<file path="config.mk">
export PLATFORM = sky130hd
export DESIGN_NAME = time_settings_ctrl
export DESIGN_NICKNAME = d
export VERILOG_FILES = /design/src/rtl/settings_pkg.sv /design/src/rtl/field_stepper.sv /design/src/rtl/time_settings_ctrl.sv
export SDC_FILE = /design/constraint.sdc
export NUM_CORES = 1
export LEC_CHECK = 0
export CORE_MARGIN = 4
export CORE_UTILIZATION = 45
export DETAILED_ROUTE_END_ITERATION = 8
export GPL_TIMING_DRIVEN = 0
export PLACE_DENSITY = 0.73
export SYNTH_ARGS = -nofsm -noshare
export SYNTH_HDL_FRONTEND = slang
export SYNTH_SLANG_ARGS = --single-unit
</file>
<file path="constraint.sdc">
create_clock -name clk -period 2.48 [get_ports clk]
set_input_delay 0.372 -clock clk [delete_from_list [all_inputs] [get_ports clk]]
set_output_delay 0.372 -clock clk [all_outputs]
set_load 0.02 [all_outputs]
</file>
<file path="src/rtl/settings_pkg.sv">
// Shared types and helpers for the clock settings controller: FSM state
// encoding, field width helpers and the button step sizes.
package settings_pkg;

  typedef enum logic [1:0] {
    IDLE       = 2'd0,
    EDIT_TIME  = 2'd1,
    EDIT_ALARM = 2'd2
  } state_e;

  localparam int STEP_UNIT = 1;
  localparam int STEP_TENS = 10;

  // Bits needed to hold values 0 .. modulus-1 (never less than one bit).
  function automatic int field_w(input int modulus);
    if (modulus <= 1) begin
      return 1;
    end else begin
      return $clog2(modulus);
    end
  endfunction

  // Bits needed to address count alarm slots (never less than one bit).
  function automatic int sel_w(input int count);
    if (count <= 1) begin
      return 1;
    end else begin
      return $clog2(count);
    end
  endfunction

endpackage

</file>
<file path="src/rtl/field_stepper.sv">
// Combinational inc/dec step for one time field (minutes or hours).
// Unit steps wrap around the modulus; tens steps saturate (no change when
// the step would leave 0 .. MOD-1). Simultaneous inc and dec cancel.
module field_stepper
  import settings_pkg::*;
#(
  parameter int MOD = 60,
  parameter int W   = 6
) (
  input  logic [W-1:0] value,
  input  logic         inc,
  input  logic         dec,
  input  logic         tens,
  output logic [W-1:0] next_value
);

  int value_i;
  assign value_i = int'(value);

  // Next field value from the requested step direction and size.
  always_comb begin
    next_value = value;
    if (inc && !dec) begin
      if (tens) begin
        if (value_i + STEP_TENS < MOD) begin
          next_value = W'(value_i + STEP_TENS);
        end else begin
          next_value = value;
        end
      end else begin
        if (value_i + STEP_UNIT >= MOD) begin
          next_value = {W{1'b0}};
        end else begin
          next_value = W'(value_i + STEP_UNIT);
        end
      end
    end else if (dec && !inc) begin
      if (tens) begin
        if (value_i >= STEP_TENS) begin
          next_value = W'(value_i - STEP_TENS);
        end else begin
          next_value = value;
        end
      end else begin
        if (value_i == 0) begin
          next_value = W'(MOD - 1);
        end else begin
          next_value = W'(value_i - STEP_UNIT);
        end
      end
    end else begin
      next_value = value;
    end
  end

endmodule

</file>
<file path="src/rtl/time_settings_ctrl.sv">
// Clock settings controller: owns live HH:MM and NUM_ALARMS alarm slots.
// Edits go to a shadow copy, commit on a save_switch rising edge and are
// reverted after TIMEOUT_TICKS idle seconds.
// Optional build macro ALARM_DISABLE_EN adds alarm_disable_btn, which disarms
// the slot being edited.
module time_settings_ctrl
  import settings_pkg::*;
#(
  parameter  int MAX_MINUTES   = 60,
  parameter  int MAX_HOURS     = 24,
  parameter  int NUM_ALARMS    = 4,
  parameter  int TIMEOUT_TICKS = 5,
  localparam int MIN_W         = field_w(MAX_MINUTES),
  localparam int HR_W          = field_w(MAX_HOURS),
  localparam int SEL_W         = sel_w(NUM_ALARMS)
) (
  input  logic                         clk,
  input  logic                         rst,
  input  logic                         tick_second,
  input  logic                         tick_minute,
  input  logic                         time_mode_switch,
  input  logic                         alarm_mode_switch,
  input  logic                         save_switch,
  input  logic [SEL_W-1:0]             alarm_sel,
  input  logic                         digit_sel,
  input  logic                         inc_min_btn,
  input  logic                         dec_min_btn,
  input  logic                         inc_hour_btn,
  input  logic                         dec_hour_btn,
`ifdef ALARM_DISABLE_EN
  input  logic                         alarm_disable_btn,
`endif
  output logic [MIN_W-1:0]             current_minutes,
  output logic [HR_W-1:0]              current_hours,
  output logic [MIN_W-1:0]             edit_minutes,
  output logic [HR_W-1:0]              edit_hours,
  output logic [NUM_ALARMS*MIN_W-1:0]  alarm_minutes_flat,
  output logic [NUM_ALARMS*HR_W-1:0]   alarm_hours_flat,
  output logic [NUM_ALARMS-1:0]        alarm_enable,
  output logic                         set_alarm,
  output logic                         editing,
  output logic                         timeout_revert
);

  localparam int CNT_W = field_w(TIMEOUT_TICKS + 1);

  state_e                 state_r;
  logic [MIN_W-1:0]       cur_min_r;
  logic [HR_W-1:0]        cur_hr_r;
  logic [MIN_W-1:0]       ed_min_r;
  logic [HR_W-1:0]        ed_hr_r;
  logic [MIN_W-1:0]       alarm_min_r [NUM_ALARMS];
  logic [HR_W-1:0]        alarm_hr_r  [NUM_ALARMS];
  logic [NUM_ALARMS-1:0]  alarm_en_r;
  logic [SEL_W-1:0]       sel_q_r;
  logic [CNT_W-1:0]       idle_cnt_r;
  logic                   save_q_r;
  logic                   set_alarm_r;
  logic                   timeout_revert_r;
  logic                   editing_r;

  logic [MIN_W-1:0]       min_step_s;
  logic [HR_W-1:0]        hr_step_s;
  logic [MIN_W-1:0]       live_min_next_s;
  logic [HR_W-1:0]        live_hr_next_s;
  logic [MIN_W-1:0]       committed_min_s;
  logic [HR_W-1:0]        committed_hr_s;
  logic                   commit_s;
  logic                   press_s;
  logic                   still_editing_s;

  field_stepper #(.MOD(MAX_MINUTES), .W(MIN_W)) u_min_stepper (
    .value      (ed_min_r),
    .inc        (inc_min_btn),
    .dec        (dec_min_btn),
    .tens       (digit_sel),
    .next_value (min_step_s)
  );

  field_stepper #(.MOD(MAX_HOURS), .W(HR_W)) u_hr_stepper (
    .value      (ed_hr_r),
    .inc        (inc_hour_btn),
    .dec        (dec_hour_btn),
    .tens       (digit_sel),
    .next_value (hr_step_s)
  );

  // Live time one minute ahead, with minute carry into hours and day wrap.
  always_comb begin
    live_min_next_s = cur_min_r;
    live_hr_next_s  = cur_hr_r;
    if (cur_min_r == MIN_W'(MAX_MINUTES - 1)) begin
      live_min_next_s = {MIN_W{1'b0}};
      if (cur_hr_r == HR_W'(MAX_HOURS - 1)) begin
        live_hr_next_s = {HR_W{1'b0}};
      end else begin
        live_hr_next_s = cur_hr_r + HR_W'(1);
      end
    end else begin
      live_min_next_s = cur_min_r + MIN_W'(1);
      live_hr_next_s  = cur_hr_r;
    end
  end

  // Committed value the shadow reverts to, plus edit-state qualifiers.
  always_comb begin
    committed_min_s = cur_min_r;
    committed_hr_s  = cur_hr_r;
    still_editing_s = 1'b0;
    if (state_r == EDIT_ALARM) begin
      committed_min_s = alarm_min_r[sel_q_r];
      committed_hr_s  = alarm_hr_r[sel_q_r];
      still_editing_s = alarm_mode_switch;
    end else if (state_r == EDIT_TIME) begin
      committed_min_s = cur_min_r;
      committed_hr_s  = cur_hr_r;
      still_editing_s = time_mode_switch;
    end else begin
      committed_min_s = cur_min_r;
      committed_hr_s  = cur_hr_r;
      still_editing_s = 1'b0;
    end
  end

  // Any button activity that counts as user input for the idle timer.
  always_comb begin
    press_s = inc_min_btn | dec_min_btn | inc_hour_btn | dec_hour_btn;
`ifdef ALARM_DISABLE_EN
    if (state_r == EDIT_ALARM) begin
      press_s = press_s | alarm_disable_btn;
    end else begin
      press_s = press_s;
    end
`endif
  end

  assign commit_s = (state_r != IDLE) && save_switch && !save_q_r;

  // Settings FSM: live time, shadow edit, commit, timeout and alarm slots.
  always_ff @(posedge clk) begin
    if (rst) begin
      state_r          <= IDLE;
      cur_min_r        <= {MIN_W{1'b0}};
      cur_hr_r         <= {HR_W{1'b0}};
      ed_min_r         <= {MIN_W{1'b0}};
      ed_hr_r          <= {HR_W{1'b0}};
      alarm_en_r       <= {NUM_ALARMS{1'b0}};
      sel_q_r          <= {SEL_W{1'b0}};
      idle_cnt_r       <= {CNT_W{1'b0}};
      save_q_r         <= 1'b0;
      set_alarm_r      <= 1'b0;
      timeout_revert_r <= 1'b0;
      editing_r        <= 1'b0;
      for (int i = 0; i < NUM_ALARMS; i++) begin
        alarm_min_r[i] <= {MIN_W{1'b0}};
        alarm_hr_r[i]  <= {HR_W{1'b0}};
      end
    end else begin
      set_alarm_r      <= 1'b0;
      timeout_revert_r <= 1'b0;
      save_q_r         <= save_switch;
      if (tick_minute) begin
        cur_min_r <= live_min_next_s;
        cur_hr_r  <= live_hr_next_s;
      end
      case (state_r)
        IDLE: begin
          if (time_mode_switch) begin
            state_r    <= EDIT_TIME;
            editing_r  <= 1'b1;
            ed_min_r   <= cur_min_r;
            ed_hr_r    <= cur_hr_r;
            idle_cnt_r <= {CNT_W{1'b0}};
          end else if (alarm_mode_switch) begin
            state_r    <= EDIT_ALARM;
            editing_r  <= 1'b1;
            sel_q_r    <= alarm_sel;
            ed_min_r   <= alarm_min_r[alarm_sel];
            ed_hr_r    <= alarm_hr_r[alarm_sel];
            idle_cnt_r <= {CNT_W{1'b0}};
          end else begin
            state_r   <= IDLE;
            editing_r <= 1'b0;
          end
        end
        EDIT_TIME, EDIT_ALARM: begin
          if (!still_editing_s) begin
            // Leaving without a save throws the shadow away.
            state_r   <= IDLE;
            editing_r <= 1'b0;
          end else if (commit_s) begin
            // Commit uses the shadow as it stood; a same-cycle press is lost.
            if (state_r == EDIT_TIME) begin
              cur_min_r <= ed_min_r;
              cur_hr_r  <= ed_hr_r;
            end else begin
              alarm_min_r[sel_q_r] <= ed_min_r;
              alarm_hr_r[sel_q_r]  <= ed_hr_r;
              alarm_en_r[sel_q_r]  <= 1'b1;
              set_alarm_r          <= 1'b1;
            end
            idle_cnt_r <= {CNT_W{1'b0}};
          end else if (press_s) begin
            ed_min_r   <= min_step_s;
            ed_hr_r    <= hr_step_s;
            idle_cnt_r <= {CNT_W{1'b0}};
`ifdef ALARM_DISABLE_EN
            if ((state_r == EDIT_ALARM) && alarm_disable_btn) begin
              alarm_en_r[sel_q_r] <= 1'b0;
            end
`endif
          end else if (tick_second) begin
            if (idle_cnt_r == CNT_W'(TIMEOUT_TICKS - 1)) begin
              ed_min_r         <= committed_min_s;
              ed_hr_r          <= committed_hr_s;
              timeout_revert_r <= 1'b1;
              idle_cnt_r       <= {CNT_W{1'b0}};
            end else begin
              idle_cnt_r <= idle_cnt_r + CNT_W'(1);
            end
          end
        end
        default: begin
          state_r   <= IDLE;
          editing_r <= 1'b0;
        end
      endcase
    end
  end

  assign current_minutes = cur_min_r;
  assign current_hours   = cur_hr_r;
  assign edit_minutes    = ed_min_r;
  assign edit_hours      = ed_hr_r;
  assign alarm_enable    = alarm_en_r;
  assign set_alarm       = set_alarm_r;
  assign editing         = editing_r;
  assign timeout_revert  = timeout_revert_r;

  for (genvar i = 0; i < NUM_ALARMS; i++) begin : g_flat
    assign alarm_minutes_flat[i*MIN_W +: MIN_W] = alarm_min_r[i];
    assign alarm_hours_flat[i*HR_W +: HR_W]     = alarm_hr_r[i];
  end

endmodule

</file>
==> impl_metrics.env <==
export IMPL_status="finished clean"
export IMPL_core_area_um2=12160
export IMPL_postSynthAreaPerCell_um2=9.863
export IMPL_yosys_area_top_type="edfxtp_1"
export IMPL_synthCells=573
export IMPL_final_util=0.5858
export IMPL_track_usage=0.2590
export IMPL_critPathMaxStageDelay_ps=400
export IMPL_clock_latency_ps=340
export IMPL_synthArstFlopShare=0
export IMPL_nFillCells=1076
export IMPL_powerDensity_nw_per_um2=570.0
export IMPL_crit_path_max_fanout=10
export IMPL_fin_nets=711
export IMPL_hold_viol=0
export IMPL_drv_cap=0
export IMPL_dp_cells=824
export IMPL_ff2ff_path_depth=8
export IMPL_die_x_um=120.1
export IMPL_synth_common_cells="and2_1, edfxtp_1, dfxtp_1"
export IMPL_cts_htree_levels=3
export IMPL_grt_pass1_vias=5189
export IMPL_grt_overflow=0
export IMPL_start_util=0.4647
export IMPL_relSlewSlack=0.5074
export IMPL_post_drt_wl_per_cell_um=22.15
export IMPL_synth_seq_area_share=0.3719
export IMPL_fin_crit_ps=2417
export IMPL_synthTopCellsByArea="edfxtp_1, dfxtp_1, mux4_2"
export IMPL_p_leak_nw=2.601
export IMPL_clk_path_buf_depth=2
export IMPL_antenna_cells=0
export IMPL_drv_slew=0
export IMPL_finClkSkew_ps=8.590
export IMPL_finalSetupTns_ps=0
export IMPL_cts_hold_buf=0
export IMPL_slowest_stage="dfxtp_1"
export IMPL_grt_max_degree=15
export IMPL_clk_pin_slew_ps=60
export IMPL_final_cells=845
export IMPL_fin_crit_sh=0.9745
export IMPL_antenna_left=0
export IMPL_drt_total_wl_um=18710
export IMPL_drtPass1Iterations=5
export IMPL_synth_seq_cells=83
export IMPL_r2r_start="state_r[0]"
export IMPL_num_vias=5224
export IMPL_ir_drop_v=0.0004628
export IMPL_cts_tree="built"
export IMPL_synth_warnings=0
export IMPL_reg2reg_to="edit_hours[0]"
export IMPL_area_delta_synth_final_pct=26.06
export IMPL_rsz0062_at_grt="no"
export IMPL_synth_most_common_cell="and2_1"
export IMPL_syn_area_um2=5652
export IMPL_crit_path_end_kind="flip-flop"
export IMPL_synth_edf_count=44
export IMPL_synth_top_area_frac=0.2338
export IMPL_regToRegSetupSlack_ps=60
export IMPL_hold_start="alarm_enable[1]"
export IMPL_arrival_ps=2650
export IMPL_io_buffer_count=83
export IMPL_cts_inserted_buffers=9
export IMPL_dp_hpwl_um=13380
export IMPL_hold_end="alarm_enable[1]"
export IMPL_cp_depth=8
export IMPL_path_cells="inv_1 -> ha_2 -> buf_4 -> nand4bb_4 -> clkbuf_4 -> o22ai_1 -> a31oi_1 -> a311oi_2"
export IMPL_holdCritPathClass="flip-flop to flip-flop"
export IMPL_fp_dieArea_um2=14420
export IMPL_grt_pass1_wl_um=28590
export IMPL_antenna_found_initial=0
export IMPL_path_delay_family="compound AO/OA/AOI/OAI gates"
export IMPL_drt_initial_drc_count=495
export IMPL_clockRootBuffer="clkbuf_16"
export IMPL_gp_congestion=0.9021
export IMPL_drive_gt1_frac=0.1477
export IMPL_worstHoldPathCells=1
export IMPL_post_dp_cell_area_um2=6693
export IMPL_ys_types=75
export IMPL_vias_per_cell=6.182
export IMPL_synth_ff_type="edfxtp_1"
export IMPL_final_area_um2=7124
export IMPL_max_freq_mhz=413.8
export IMPL_cp_num_buf_inv=3
export IMPL_die_h_um=120.1
export IMPL_synth_nets=612
export IMPL_setup_viol=0
export IMPL_clock_sinks=83
export IMPL_num_io_pins=87
export IMPL_path_class="flip-flop to flip-flop"
export IMPL_start_kind="flip-flop"
export IMPL_required_ps=2710
export IMPL_drcViolationCount=0
export IMPL_std_cell_rows=40
export IMPL_tightest_slew_ps=738.9
==> kinds of logic after synthesis <==
| kind of cell | synth area share |
|---|---|
| flops | 0.3719 |
| fa+ha+maj | 0.05535 |
| buf+inv | 0.05778 |
| compound gates | 0.1683 |
| simple gates | 0.1908 |
| mux | 0.1311 |
| xor+xnor | 0.02479 |
==> how the worst max path moves through the flow <==
stage	slack, ps	start	endpoint
2_1_floorplan	4	edit_minutes[1]	edit_minutes[4]
3_3_place_gp	-460	edit_minutes[1]	edit_minutes[4]
3_5_place_dp	-480	edit_minutes[1]	edit_minutes[4]
4_1_cts	8	edit_hours[1]	edit_hours[3]
5_1_grt	6	dec_min_btn	edit_minutes[2]
6_report	60	state_r[0]	edit_hours[0]
==> sequential cells by signal, indices dropped and copies added (netlist names), named ones only <==
register,flops
current_hours,5
current_minutes,6
alarm_hr_r,20
timeout_revert,1
sel_q_r,2
alarm_enable,4
set_alarm,1
editing,1
edit_hours,5
state_r,2
save_q_r,1
alarm_min_r,24
idle_cnt_r,3
edit_minutes,6
==> repair_timing <==
| action | 4_1_cts | 5_1_grt |
|---|---|---|
| pin swaps | 2 | 2 |
| gates cloned | 1 | 0 |
| setup endpoints to repair | 57 | 89 |
| buffers inserted | 3 | 2 |
| resized for setup | 19 | 19 |
==> through the flow <==
step | hold slack (ps) | worst slack, ps | power [mW]
finish | 457.6 | 63.28 | 4.061
global route | 474.2 | 6.253 | 4.211
CTS | 460.5 | 8.428 | 4.015
detailed placement | 441.8 | -482.8 | 2.749
global placement | 438.2 | -458.8 | 2.741
floorplan | 453.3 | 4.448 | 2.351
==> power by group <==
group          internal, mW  switching [mW]  leakage [nW]
Clock                 0.699           0.548         0.123
Sequential             1.51          0.0940         0.774
Combinational         0.504           0.704          1.70
Total                  2.71            1.35          2.60
==> per-layer routing <==
layer,vias up,share of wire,GRT usage,wire length (µm)
met4,0,0.037,0.1145,692
met1,2525,0.41,0.3402,7646
met2,307,0.46,0.4067,8573
li1,2333,-,-,-
met3,59,0.096,0.06173,1801
met5,-,0,0,0
==> area by class of cell <==
cell class                 count  area (µm²)  share of cell area
inverter                      26       97.59             0.01370
timing repair buffer          88       868.3              0.1219
sequential                    83        2107              0.2957
multi-input combinational    419        3319              0.4659
tap                          168       210.2             0.02950
buffer                        45       249.0             0.03495
clock buffer                  11       242.7             0.03407
clock inverter                 5       30.03            0.004215
==> layout by cell type (no fill, tap or decap), drive strengths merged, types with 12 or more instances in the layout <==
| master | Yosys | layout |
|---|---|---|
| o22ai | 12 | 12 |
| clkdlybuf4s50 | 0 | 83 |
| inv | 24 | 24 |
| mux2i | 29 | 29 |
| nor3 | 16 | 16 |
| dfxtp | 39 | 39 |
| nand2 | 30 | 30 |
| clkbuf | 22 | 33 |
| o21ai | 19 | 19 |
| mux4 | 20 | 20 |
| edfxtp | 44 | 44 |
| nand3 | 15 | 15 |
| a21oi | 33 | 33 |
| ha | 25 | 25 |
| buf | 24 | 28 |
| nor2 | 37 | 37 |
| and2 | 47 | 47 |
Note: power is estimated with default switching activity, not from simulation.
